<file path="src/rtl/store_buffer_if.sv">
// Shared access-size type and the data memory array port used by store_buffer.
package store_buffer_pkg;
    typedef enum logic [1:0] {
        SizeByte = 2'd0,
        SizeHalf = 2'd1,
        SizeWord = 2'd2
    } mem_access_size_t;
endpackage

interface mem_array_if;
    import store_buffer_pkg::*;

    logic [31:0]      rd_addr;
    mem_access_size_t rd_size;
    logic [31:0]      rd_data;
    logic [31:0]      wr_addr;
    logic [31:0]      wr_data;
    mem_access_size_t wr_size;
    logic             wr_enable;

    // slave is the buffer side: it drives the array's address/write lines
    modport slave (
        output rd_addr, rd_size, wr_addr, wr_data, wr_size, wr_enable,
        input  rd_data
    );
    modport master (
        input  rd_addr, rd_size, wr_addr, wr_data, wr_size, wr_enable,
        output rd_data
    );
endinterface

</file>
<file path="src/rtl/store_buffer.sv">
// In-order store queue draining one entry per cycle to the array write port,
// with combinational load pass-through and a word-granular load/store hazard check.
module store_buffer
    import store_buffer_pkg::*;
#(
    parameter int unsigned DEPTH = 4
) (
    input  logic             clk_i,
    input  logic             reset_i,
    input  logic             st_valid_i,
    output logic             st_ready_o,
    input  logic [31:0]      st_addr_i,
    input  logic [31:0]      st_data_i,
    input  mem_access_size_t st_size_i,
    input  logic             ld_valid_i,
    input  logic [31:0]      ld_addr_i,
    input  mem_access_size_t ld_size_i,
    output logic [31:0]      ld_data_o,
    output logic             ld_stall_o,
    output logic             empty_o,
    mem_array_if.slave       mem
);
    localparam int unsigned PtrW = $clog2(DEPTH);
    localparam int unsigned CntW = PtrW + 1;
    localparam logic [CntW-1:0] CntFull = CntW'(DEPTH);

    logic [PtrW-1:0] head_q, head_d, tail_q, tail_d;
    logic [CntW-1:0] count_q, count_d;

    logic [31:0]      ent_addr_q [DEPTH];
    logic [31:0]      ent_addr_d [DEPTH];
    logic [31:0]      ent_data_q [DEPTH];
    logic [31:0]      ent_data_d [DEPTH];
    mem_access_size_t ent_size_q [DEPTH];
    mem_access_size_t ent_size_d [DEPTH];

    logic [PtrW-1:0] ent_off [DEPTH];
    logic            push, drain, hit;

    assign push  = st_valid_i && (count_q != CntFull);
    assign drain = (count_q != '0);

    always_comb begin
        head_d     = head_q;
        tail_d     = tail_q;
        count_d    = count_q + CntW'(push) - CntW'(drain);
        ent_addr_d = ent_addr_q;
        ent_data_d = ent_data_q;
        ent_size_d = ent_size_q;
        if (drain) begin
            head_d = head_q + 1'b1;
        end
        if (push) begin
            ent_addr_d[tail_q] = st_addr_i;
            ent_data_d[tail_q] = st_data_i;
            ent_size_d[tail_q] = st_size_i;
            tail_d             = tail_q + 1'b1;
        end
    end

    always_ff @(posedge clk_i) begin
        if (reset_i) begin
            head_q  <= '0;
            tail_q  <= '0;
            count_q <= '0;
        end else begin
            head_q  <= head_d;
            tail_q  <= tail_d;
            count_q <= count_d;
        end
    end

    // Entry payloads need no reset; validity comes from head/count alone.
    always_ff @(posedge clk_i) begin
        ent_addr_q <= ent_addr_d;
        ent_data_q <= ent_data_d;
        ent_size_q <= ent_size_d;
    end

    // An entry is pending when its distance from head is below count.
    always_comb begin
        hit = 1'b0;
        for (int unsigned i = 0; i < DEPTH; i++) begin
            ent_off[i] = PtrW'(i) - head_q;
            if (({1'b0, ent_off[i]} < count_q) &&
                (ent_addr_q[i][31:2] == ld_addr_i[31:2])) begin
                hit = 1'b1;
            end
        end
    end

    assign ld_stall_o = ld_valid_i && hit;
    assign st_ready_o = reset_i || (count_q != CntFull);
    assign empty_o    = reset_i || (count_q == '0);

    // Gating with reset keeps a discarded head entry from reaching the array.
    assign mem.wr_enable = drain && !reset_i;
    assign mem.wr_addr   = ent_addr_q[head_q];
    assign mem.wr_data   = ent_data_q[head_q];
    assign mem.wr_size   = ent_size_q[head_q];

    assign mem.rd_addr = ld_addr_i;
    assign mem.rd_size = ld_size_i;
    assign ld_data_o   = mem.rd_data;
endmodule

</file>
<file path="src/flat_wrapper.sv">
// flat-port wrapper written by rule: the top's interface ports become plain ports
module store_buffer_flat import store_buffer_pkg::*;
#(
    parameter int unsigned DEPTH = 4
)
  (clk_i, reset_i, st_valid_i, st_ready_o, st_addr_i, st_data_i, st_size_i, ld_valid_i, ld_addr_i, ld_size_i, ld_data_o, ld_stall_o, empty_o, mem_rd_addr, mem_rd_size, mem_wr_addr, mem_wr_data, mem_wr_size, mem_wr_enable, mem_rd_data);
  mem_array_if mem_i ();
  input  logic clk_i;
  input  logic reset_i;
  input  logic st_valid_i;
  output logic st_ready_o;
  input  logic [31:0] st_addr_i;
  input  logic [31:0] st_data_i;
  input  mem_access_size_t st_size_i;
  input  logic ld_valid_i;
  input  logic [31:0] ld_addr_i;
  input  mem_access_size_t ld_size_i;
  output logic [31:0] ld_data_o;
  output logic ld_stall_o;
  output logic empty_o;
  output wire logic [$bits(mem_i.rd_addr)-1:0] mem_rd_addr;
  output wire logic [$bits(mem_i.rd_size)-1:0] mem_rd_size;
  output wire logic [$bits(mem_i.wr_addr)-1:0] mem_wr_addr;
  output wire logic [$bits(mem_i.wr_data)-1:0] mem_wr_data;
  output wire logic [$bits(mem_i.wr_size)-1:0] mem_wr_size;
  output wire logic [$bits(mem_i.wr_enable)-1:0] mem_wr_enable;
  input wire logic [$bits(mem_i.rd_data)-1:0] mem_rd_data;
  assign mem_rd_addr = mem_i.rd_addr;
  assign mem_rd_size = mem_i.rd_size;
  assign mem_wr_addr = mem_i.wr_addr;
  assign mem_wr_data = mem_i.wr_data;
  assign mem_wr_size = mem_i.wr_size;
  assign mem_wr_enable = mem_i.wr_enable;
  assign mem_i.rd_data = mem_rd_data;
  store_buffer #(.DEPTH(DEPTH)) u_core (.clk_i(clk_i), .reset_i(reset_i), .st_valid_i(st_valid_i), .st_ready_o(st_ready_o), .st_addr_i(st_addr_i), .st_data_i(st_data_i), .st_size_i(st_size_i), .ld_valid_i(ld_valid_i), .ld_addr_i(ld_addr_i), .ld_size_i(ld_size_i), .ld_data_o(ld_data_o), .ld_stall_o(ld_stall_o), .empty_o(empty_o), .mem(mem_i));
endmodule
</file>
<file path="config.mk">
export PLATFORM = sky130hd
export DESIGN_NAME = store_buffer_flat
export DESIGN_NICKNAME = d
export VERILOG_FILES = /design/src/rtl/store_buffer_if.sv /design/src/rtl/store_buffer.sv /design/src/flat_wrapper.sv
export SDC_FILE = /design/constraint.sdc
export NUM_CORES = 1
export LEC_CHECK = 0
export ABC_AREA = 1
export CORE_UTILIZATION = 46
export CTS_CLUSTER_DIAMETER = 100
export DETAILED_ROUTE_END_ITERATION = 10
export HOLD_SLACK_MARGIN = 0.02
export PLACE_DENSITY = 0.74
export SYNTH_ARGS = -nofsm -noshare
export SYNTH_HDL_FRONTEND = slang
export SYNTH_SLANG_ARGS = --single-unit
</file>
<file path="constraint.sdc">
create_clock -name clk_i -period 6.1 [get_ports clk_i]
set_clock_uncertainty 0.05 [all_clocks]
set_input_delay 1.525 -clock clk_i [delete_from_list [all_inputs] [get_ports clk_i]]
set_output_delay 1.525 -clock clk_i [all_outputs]
set_load 0.02 [all_outputs]
</file>
== Word level (Yosys, flattened, before mapping) ==
Index checks and enable logic that the tools add are counted.

* Register bits: 271
* Logic and storage cells: 70
* Input port bits: 136

* Equal/unequal tests: 5
* Muxes and demuxes: 20
* Magnitude comparators: 7
* Add/subtract/negate cells: 8
* Reduce and logical (&&, ||, !) cells: 13
* Bitwise operators: 2

{| class="wikitable"
|+ Operators with widths
! kind !! number
|-
| bitwise mux 128 bit || 2
|-
| two-way mux 32 bit || 5
|-
| binary-select mux 32 bit (select 2 bit) || 2
|-
| equality test 30 bit || 4
|-
| demux 32 bit (select 2 bit) || 1
|-
| less-than comparator 2 x 3 -> 1 bit || 4
|-
| bitwise mux 8 bit || 1
|-
| logical AND 1 bit || 8
|-
| >= comparator 3 bit, second input constant || 2
|-
| two-way mux 2 bit || 3
|-
| inverter 2 -> 3 bit || 2
|-
| adder 2 x 1 -> 2 bit, second input constant || 2
|-
| binary-select mux 2 bit (select 2 bit) || 1
|-
| demux 2 bit (select 2 bit) || 1
|-
| two-way mux 1 bit || 4
|-
| subtractor 1 x 2 -> 2 bit, first input constant || 2
|-
| subtractor 2 bit, first input constant || 2
|-
| adder 3 x 1 -> 3 bit || 1
|-
| logical NOT 3 bit || 1
|-
| less-than comparator 3 x 1 -> 1 bit, second input constant || 1
|-
| != test 3 bit, second input constant || 1
|-
| nonzero test 3 bit || 1
|-
| subtractor 3 x 1 -> 3 bit || 1
|-
| logical OR 1 bit || 2
|-
| logical NOT 1 bit || 1
|}

== Longest topological paths before layout ==
Gate-level depths: netlist of run 1.

* Depth after elaboration: 8
* Depth in mapped cells: 14

== Least setup slack after synthesis of run 1 ==
Ideal clock, no wire load.

* Path type: in2reg
* From: input port st_valid_i
* To: register u_core.ent_addr_q[0] (netlist name), enable pin
* Data arrival time: 4.390 ns
* Path slack: 1.169 ns
* Cell stages on the path: 2
* Path through: o21ai_2 -> nor2_1

* Longest elaborated chain between the ends: 1

{| class="wikitable"
|+ Ends and longest elaborated chain
! what !! RTL line !! RTL
|-
| start: declaration || flat_wrapper.sv:10 || <nowiki>input logic st_valid_i;</nowiki>
|-
| logical AND 1 bit || store_buffer.sv:40 || <nowiki>assign push = st_valid_i && (count_q != CntFull);</nowiki>
|-
| end signal: assignment || store_buffer.sv:75 || <nowiki>ent_addr_q <= ent_addr_d;</nowiki>
|-
| end: declaration || store_buffer.sv:30 || <nowiki>logic [31:0] ent_addr_q [DEPTH];</nowiki>
|}

No other way between the ends.
A chain may end at the register's enable or synchronous reset.

== Worst setup path in the final report of run 1 ==
* From: input port ld_addr_i[17]
* To: output port ld_stall_o

* Longest elaborated chain between the ends: 7
* Elaborated cells on any way between the ends: 13
* Those cells by class: 4 x eq/ne; 4 x mux; 5 x reduce/logical

{| class="wikitable"
|+ Ends and longest elaborated chain
! what !! RTL line !! RTL
|-
| start: declaration || flat_wrapper.sv:16 || <nowiki>input logic [31:0] ld_addr_i;</nowiki>
|-
| equality test 30 bit || store_buffer.sv:86 || <nowiki>(ent_addr_q[i][31:2] == ld_addr_i[31:2])) begin</nowiki>
|-
| logical AND 1 bit || store_buffer.sv:85 || <nowiki>if (({1'b0, ent_off[i]} < count_q) &&</nowiki>
|-
| two-way mux 1 bit (3 in series) || store_buffer.sv:85 ||
|-
| two-way mux 1 bit (*) || store_buffer.sv:85 ||
|-
| logical AND 1 bit (*) || store_buffer.sv:92 || <nowiki>assign ld_stall_o = ld_valid_i && hit;</nowiki>
|-
| end: declaration || flat_wrapper.sv:19 || <nowiki>output logic ld_stall_o;</nowiki>
|}

Mark *: on every way between the ends. The rest lies on a longest branch, timed or not.

==> run metrics, run 1 <==
status=finished clean; WL/cell=19.6 um; Die H=around 160 um; mapped cell area=0.0120 mm2; Yosys top cell by area=edfxtp_1; worst min-delay path category=reg -> reg; Clock Latency Late Sink=approximately 530 ps; share of post-route cells with drive strength above 1=0.0523; Async S/R FF share, synth=0; DRC marker count from the first detailed-route iteration=571; die area=0.0268 mm2; area taken by multi-input logic gates=roughly 0.0031 mm2; Post-synth top cells=edfxtp_1, nand2_1, a22oi_1; Avg Inst Size Synth=between 10 and 15 um2; crit path from=ld_addr_i[17]; final worst path period share=0.903; Vias/cell=5.28; Worst Path Arrival=roughly 4000 ps; number of global-route vias before repair=7616; P&R area growth vs syn=22.9%; clock sink count=271; Critical Path Source Type=input port; Worst-Margin Slew=1100 ps; register area=0.00807 mm2; fillers=2022; gr usage total=0.210; largest net degree at the start of global routing=67; # Post-CTS Setup Buffers=0; Ys Warns=0; critical-path cell list=clkdlybuf4s50_1, xnor2_1, nand2_1, nor2_1, nand2_1, nor2_1, nand3_1, nand2_1, nor2_1, nor2_1, clkdlybuf4s50_1; CTS tree=done; WP buf/inv=2; critical path class=in -> out; # rows=58; die width=164 um; Num CTS Buffers=27; Final Hold Fails=0; post-synth cell types=24; Syn Nets=1108; ys flop type=edfxtp_1; sequential area share after synthesis=0.670; R2R setup slack=3540 ps; CTS clk-pin slew, worst paths=60 ps; CTS H-tree depth=1; cts-stage hold buffer count=0; maxcap violations=0; CP required=roughly 4500 ps; final critical-path required period=5510 ps; Post-Synth Adder-Cell Area=0.0120; final std cells w/o fill=1440; Synth Register Bits=271; vias=7605; f_max=about 0.18 GHz; HP Start=u_core.tail_q[1]$_SDFFE_PP0N_; DP HPWL=between 15000 and 20000 um; R2R Path End=u_core.ent_data_q[5]$_DFFE_PP_; # IOs=around 270; Area contributors post-synth=edfxtp_1, a22oi_1, nand2_1; DR DRC count=0; Compound-Gate Fraction of Synth Area=0.0652; global-route wire length before repair=between 40000 and 50000 um; clock root cell=clkbuf_16; worst vdd ir=approximately 0.32 mV; core outline area=0.0254 mm2; initial antenna violation count=0; largest family of logic cells by synthesized area=simple AND/OR/NAND/NOR gates; Port Buffers=199; Synth Area in XOR/XNOR=0.0771; Pleak=5.18 nW; R2R cell count=5; mux cell area share after synthesis=0; Reg-to-Reg Start=u_core.count_q[1]$_SDFF_PP0_; GRT overflow=0; antenna viol nets, final=0; hold path cells=2; Final setup viols=0; nets@finish=between 1k and 1.5k; delay-heaviest family, CP=buffers and inverters; most frequent CP cell=nor2_1; count leader, synth=edfxtp_1; placed insts=~1.4k; slowest stage delay, CP=around 620 ps; Routed Wire Length=28200 um; clk buf depth=3; post_cts resized=0; top-area cell type share of the netlist area=0.658; end of the worst hold path=u_core.tail_q[1]$_SDFFE_PP0N_; setup_tns=0 ps; PwrDens=444 mW/mm2; RSZ-0062 raised after global routing=no; Cells after Synth=961; simple logic cell fraction of the synthesized area=0.102; RD Place Congestion=roughly 0.89; max_slew headroom=0.265; initial core utilization=0.474; Worst Setup End Kind=output port; Crit-path slowest cell=clkdlybuf4s50_1; Slew Limit Fails=0; worst-path fanout max=5; number of flops mapped to enable cells by yosys=264; Pre-antenna DRT Iters=5
-- worst reg2reg max path, stage by stage, from the launching register on --
cell and delay [ps]:
dfxtp_1 350, inv_1 130, nand2_1 120, o21ai_2 200, nor2_4 890, buf_4 480
-- placed cells by master, fill, tap and decap left out, types with 2 or more instances in the layout --
cell type,synthesis,routed
xor2_1,41,41
nor2_4,0,7
clkinv_1,0,5
nand2_1,174,174
nand4_1,9,9
clkbuf_1,16,7
nor2_1,67,60
buf_12,0,4
edfxtp_1,264,264
clkinv_2,0,5
dfxtp_1,7,7
inv_2,2,2
nor3_1,3,3
inv_1,49,49
a22oi_1,91,91
bufinv_16,0,4
ha_1,10,10
o21ai_0,5,5
o211ai_1,4,4
nand3_1,50,50
buf_4,67,7
clkdlybuf4s50_1,0,199
a21oi_1,5,5
clkbuf_16,0,27
xnor2_1,65,65
-- metal layers --
layer,routed length [um],track usage
met1,10700,0.246
met2,14000,0.362
met3,2060,0.0381
met4,1530,0.120
met5,0,0
-- area by class of cell --
cell class / count / area share
sequential: 271 / 0.545
multi-input combinational: 528 / 0.212
timing repair buffer: 210 / 0.143
clock buffer: 34 / 0.0474
tap: 330 / 0.0279
inverter: 51 / 0.0129
clock inverter: 15 / 0.0116
antenna: 1 / 0.000169
-- cells by family after synthesis --
kind of cell | after synthesis
and+or+nand+nor | 303
DFF | 271
buffers and inverters | 162
AOI/OAI and AO/OA | 108
xor gates and xnor gates | 106
adders and majority gates | 11
-- through the flow --
step | total power, mW | setup WS [ps] | util | hold WS, ps | instance area, um2
floorplan | 3.85 | 1170 | - | 440 | 12000
global placement | 4.99 | 640 | 0.549 | 468 | 13900
detailed placement | 5.01 | 626 | 0.549 | 475 | 13900
CTS | 6.65 | 624 | 0.583 | 484 | 14800
global route | 6.89 | 513 | 0.583 | 520 | 14800
finish | 6.58 | 594 | 0.583 | 485 | 14800
-- worst max-delay path by stage --
stage / end / slack (ps) / cells after the start
CTS: ld_stall_o / 620 / 11
finish: ld_stall_o / 590 / 11
floorplan: u_core.ent_addr_q[0]$_DFFE_PP_ / 1170 / 2
global route: ld_stall_o / 510 / 11
global placement: ld_stall_o / 640 / 11
detailed placement: ld_stall_o / 630 / 11
-- flip-flops by register name, summed over array words and instances, names as in the netlist --
| register | count |
|---|---|
| u_core.ent_size_q | 8 |
| u_core.count_q | 3 |
| u_core.ent_data_q | 128 |
| u_core.head_q | 2 |
| u_core.ent_addr_q | 128 |
| u_core.tail_q | 2 |
-- report_power, final --
group	leakage, nW	switching, mW	internal, mW
combinational	2.28	1.53	1.05
sequential	2.47	0.0978	2.27
clock	0.425	0.654	0.979
Note: power is estimated with default switching activity, not from simulation.
==> run 2, diff against run 1 <==
--- a/config.mk
+++ b/config.mk
@@ -9,8 +9,8 @@
 export CORE_UTILIZATION = 46
 export CTS_CLUSTER_DIAMETER = 100
 export DETAILED_ROUTE_END_ITERATION = 10
+export DONT_BUFFER_PORTS = 1
 export HOLD_SLACK_MARGIN = 0.02
-export PLACE_DENSITY = 0.74
 export SYNTH_ARGS = -nofsm -noshare
 export SYNTH_HDL_FRONTEND = slang
 export SYNTH_SLANG_ARGS = --single-unit
==> run 2 against run 1 <==
  * Fmax rose by 23%
  * Utilization fell by 7.7 points
  * Design area fell by 13%
  * Sequential share of layout area rose by 8.3 points
  * Power fell by 11%
  * Sequential power barely moved
  * Setup slack improved by 1000 ps
  * Register-to-register slack improved by 110 ps
  * Highest routed layer unchanged
  * Wire length fell by 8.2%
  * Critical endpoint unchanged
  * Via count fell by 11%
  * Global-route usage fell by 1.8 points
==> run metrics, run 2 (synthesized netlist as in run 1, its figures left out) <==
nets@finish=1038 (-16%); placed insts=1191 (-14%); P&R area growth vs syn=6.68%; Clock Latency Late Sink=530 ps (about the same); HP Start=u_core.tail_q[0]$_SDFFE_PP0N_; Worst Setup End Kind=output port; final std cells w/o fill=1242 (-14%); sw frac=0.364 (+0.0181); PwrDens=457 mW/mm2 (+2.9%); Routed Wire Length=25900 um (-8.2%); Psw=2.14 mW (-6.0%); Die H=164 um (unchanged); Reg-to-Reg Start=u_core.count_q[1]$_SDFF_PP0_; Gate power share=0.308 (-0.084); maxcap violations=0 (unchanged); worst-path fanout max=6 (+1); clock root cell=clkbuf_16; crit path from=u_core.head_q[1]$_SDFFE_PP0N_; Num CTS Buffers=28 (+3.7%); initial antenna violation count=0 (unchanged); DP HPWL=15900 um (-12%); most frequent cells in the layout=edfxtp_1, nand2_1, a22oi_1; largest net degree at the start of global routing=67 (unchanged); Final Hold Fails=0 (unchanged); Clock power frac=0.289 (+0.041); Final setup viols=0 (unchanged); Port Buffers=0 (-100%); Largest regs=u_core.ent_addr_q x128, u_core.ent_data_q x128, u_core.ent_size_q x8; worst min-delay path category=reg -> reg; DR DRC count=0 (unchanged); core outline area=0.0254 mm2 (unchanged); vias=6733 (-11%); share of post-route cells with drive strength above 1=0.0647 (+0.0124); most common cell after layout, fill and taps aside=edfxtp_1; CTS H-tree depth=1 (unchanged); worst vdd ir=0.290 mV (-8.3%); Pint=3.73 mW (-13%); status=finished clean; DRC marker count from the first detailed-route iteration=416 (-27%); Vias/cell=5.42 (+2.6%); antenna viol nets, final=0 (unchanged); Pleak=4.43 nW (-15%); f_max=0.223 GHz (+23%); setup_tns=0 ps (unchanged); gr usage total=0.192 (-0.0182); critical path class=reg -> out; max_slew headroom=0.271 (+0.00611); Pre-antenna DRT Iters=4 (-1); die width=164 um (unchanged); global-route wire length before repair=38400 um (-8.7%); Worst Path Arrival=2900 ps (-1030 ps); Overall Power=5.88 mW (-11%); cts-stage hold buffer count=0 (unchanged); clock sink count=271 (unchanged); number of global-route vias before repair=6715 (-12%); post_cts resized=0 (unchanged); RD Place Congestion=0.816 (-7.8%); clk buf depth=3 (unchanged); WL/cell=20.9 um (+6.4%); worst hold margin=507 ps (+21.7 ps); Worst-Margin Slew=1090 ps (-9.15 ps); CP required=4530 ps (about the same); # diodes=0 (-1); Seq pwr share=0.403 (+0.043); die area=0.0268 mm2 (unchanged); final critical-path required period=4480 ps (-1030 ps); GRT overflow=0 (unchanged); # Post-CTS Setup Buffers=0 (unchanged); initial core utilization=0.474 (unchanged); # IOs=272 (unchanged); RSZ-0062 raised after global routing=no; Slew Limit Fails=0 (unchanged); CTS tree=done; Critical Path Source Type=flip-flop; final worst path period share=0.734 (-0.169); CTS clk-pin slew, worst paths=60 ps (about the same); # rows=58 (unchanged)
-- run 2: changes by cell type in the layout (fill, tap and decap cells not counted), moves of 2 or more --
cell,previous run,this run
clkinv_1,5,8
clkbuf_1,7,5
clkdlybuf4s50_1,199,0
clkbuf_16,27,29
-- run 2: worst paths after layout --
path | end | slack (ps) | cells after the start
setup / recovery | ld_stall_o | 1620 | 12
hold / removal | u_core.tail_q[0]$_SDFFE_PP0N_ | 510 | 2
setup reg to reg | u_core.ent_data_q[38]$_DFFE_PP_ | 3650 | 5
hold reg to reg | u_core.tail_q[0]$_SDFFE_PP0N_ | 510 | 2
-- run 2: final cells by class --
class	instances	area [um2]
clock buffers	34	744
clock inverters	17	178
multi-input cells	528	3140
repair buffers	11	120
flip-flops and latches	271	8070
fillers	2239	12500
inverters	51	191
well taps	330	413
-- run 2: worst max-delay path, cell delays in order (launching register included) --
cell	delay, ps
dfxtp_1	400
nand2_1	270
inv_2	60
nor2_1	170
inv_1	90
ha_1	300
a31oi_1	240
nand3_1	140
nor2_1	140
nand3_1	90
nand2_1	80
nor2_1	70
nor2_1	300
-- run 2: power by group through the flow --
stage,logic [mW],clock network [mW],registers (mW)
4_1_cts,1.84,1.73,2.37
6_report,1.81,1.70,2.37
3_3_place_gp,1.83,0,2.40
5_1_grt,1.98,1.80,2.39
2_1_floorplan,1.45,0,2.40
3_5_place_dp,1.84,0,2.41
-- run 2: through the flow --
stage,instance area (um2),setup slack (ps),utilization
after floorplan,12000,1170,-
after global routing,12900,1400,0.506
final,12900,1620,0.506
after detailed placement,11900,1680,0.470
after CTS,12900,1580,0.506
after global placement,11900,1640,0.470
-- run 2: per-layer routing --
metal / track usage / part of all wire / vias to the layer above
met5: 0 / 0 / -
met4: 0.0551 / 0.021 / 0
met3: 0.0583 / 0.086 / 56
met2: 0.329 / 0.49 / 240
met1: 0.232 / 0.41 / 3268
li1: - / - / 3169
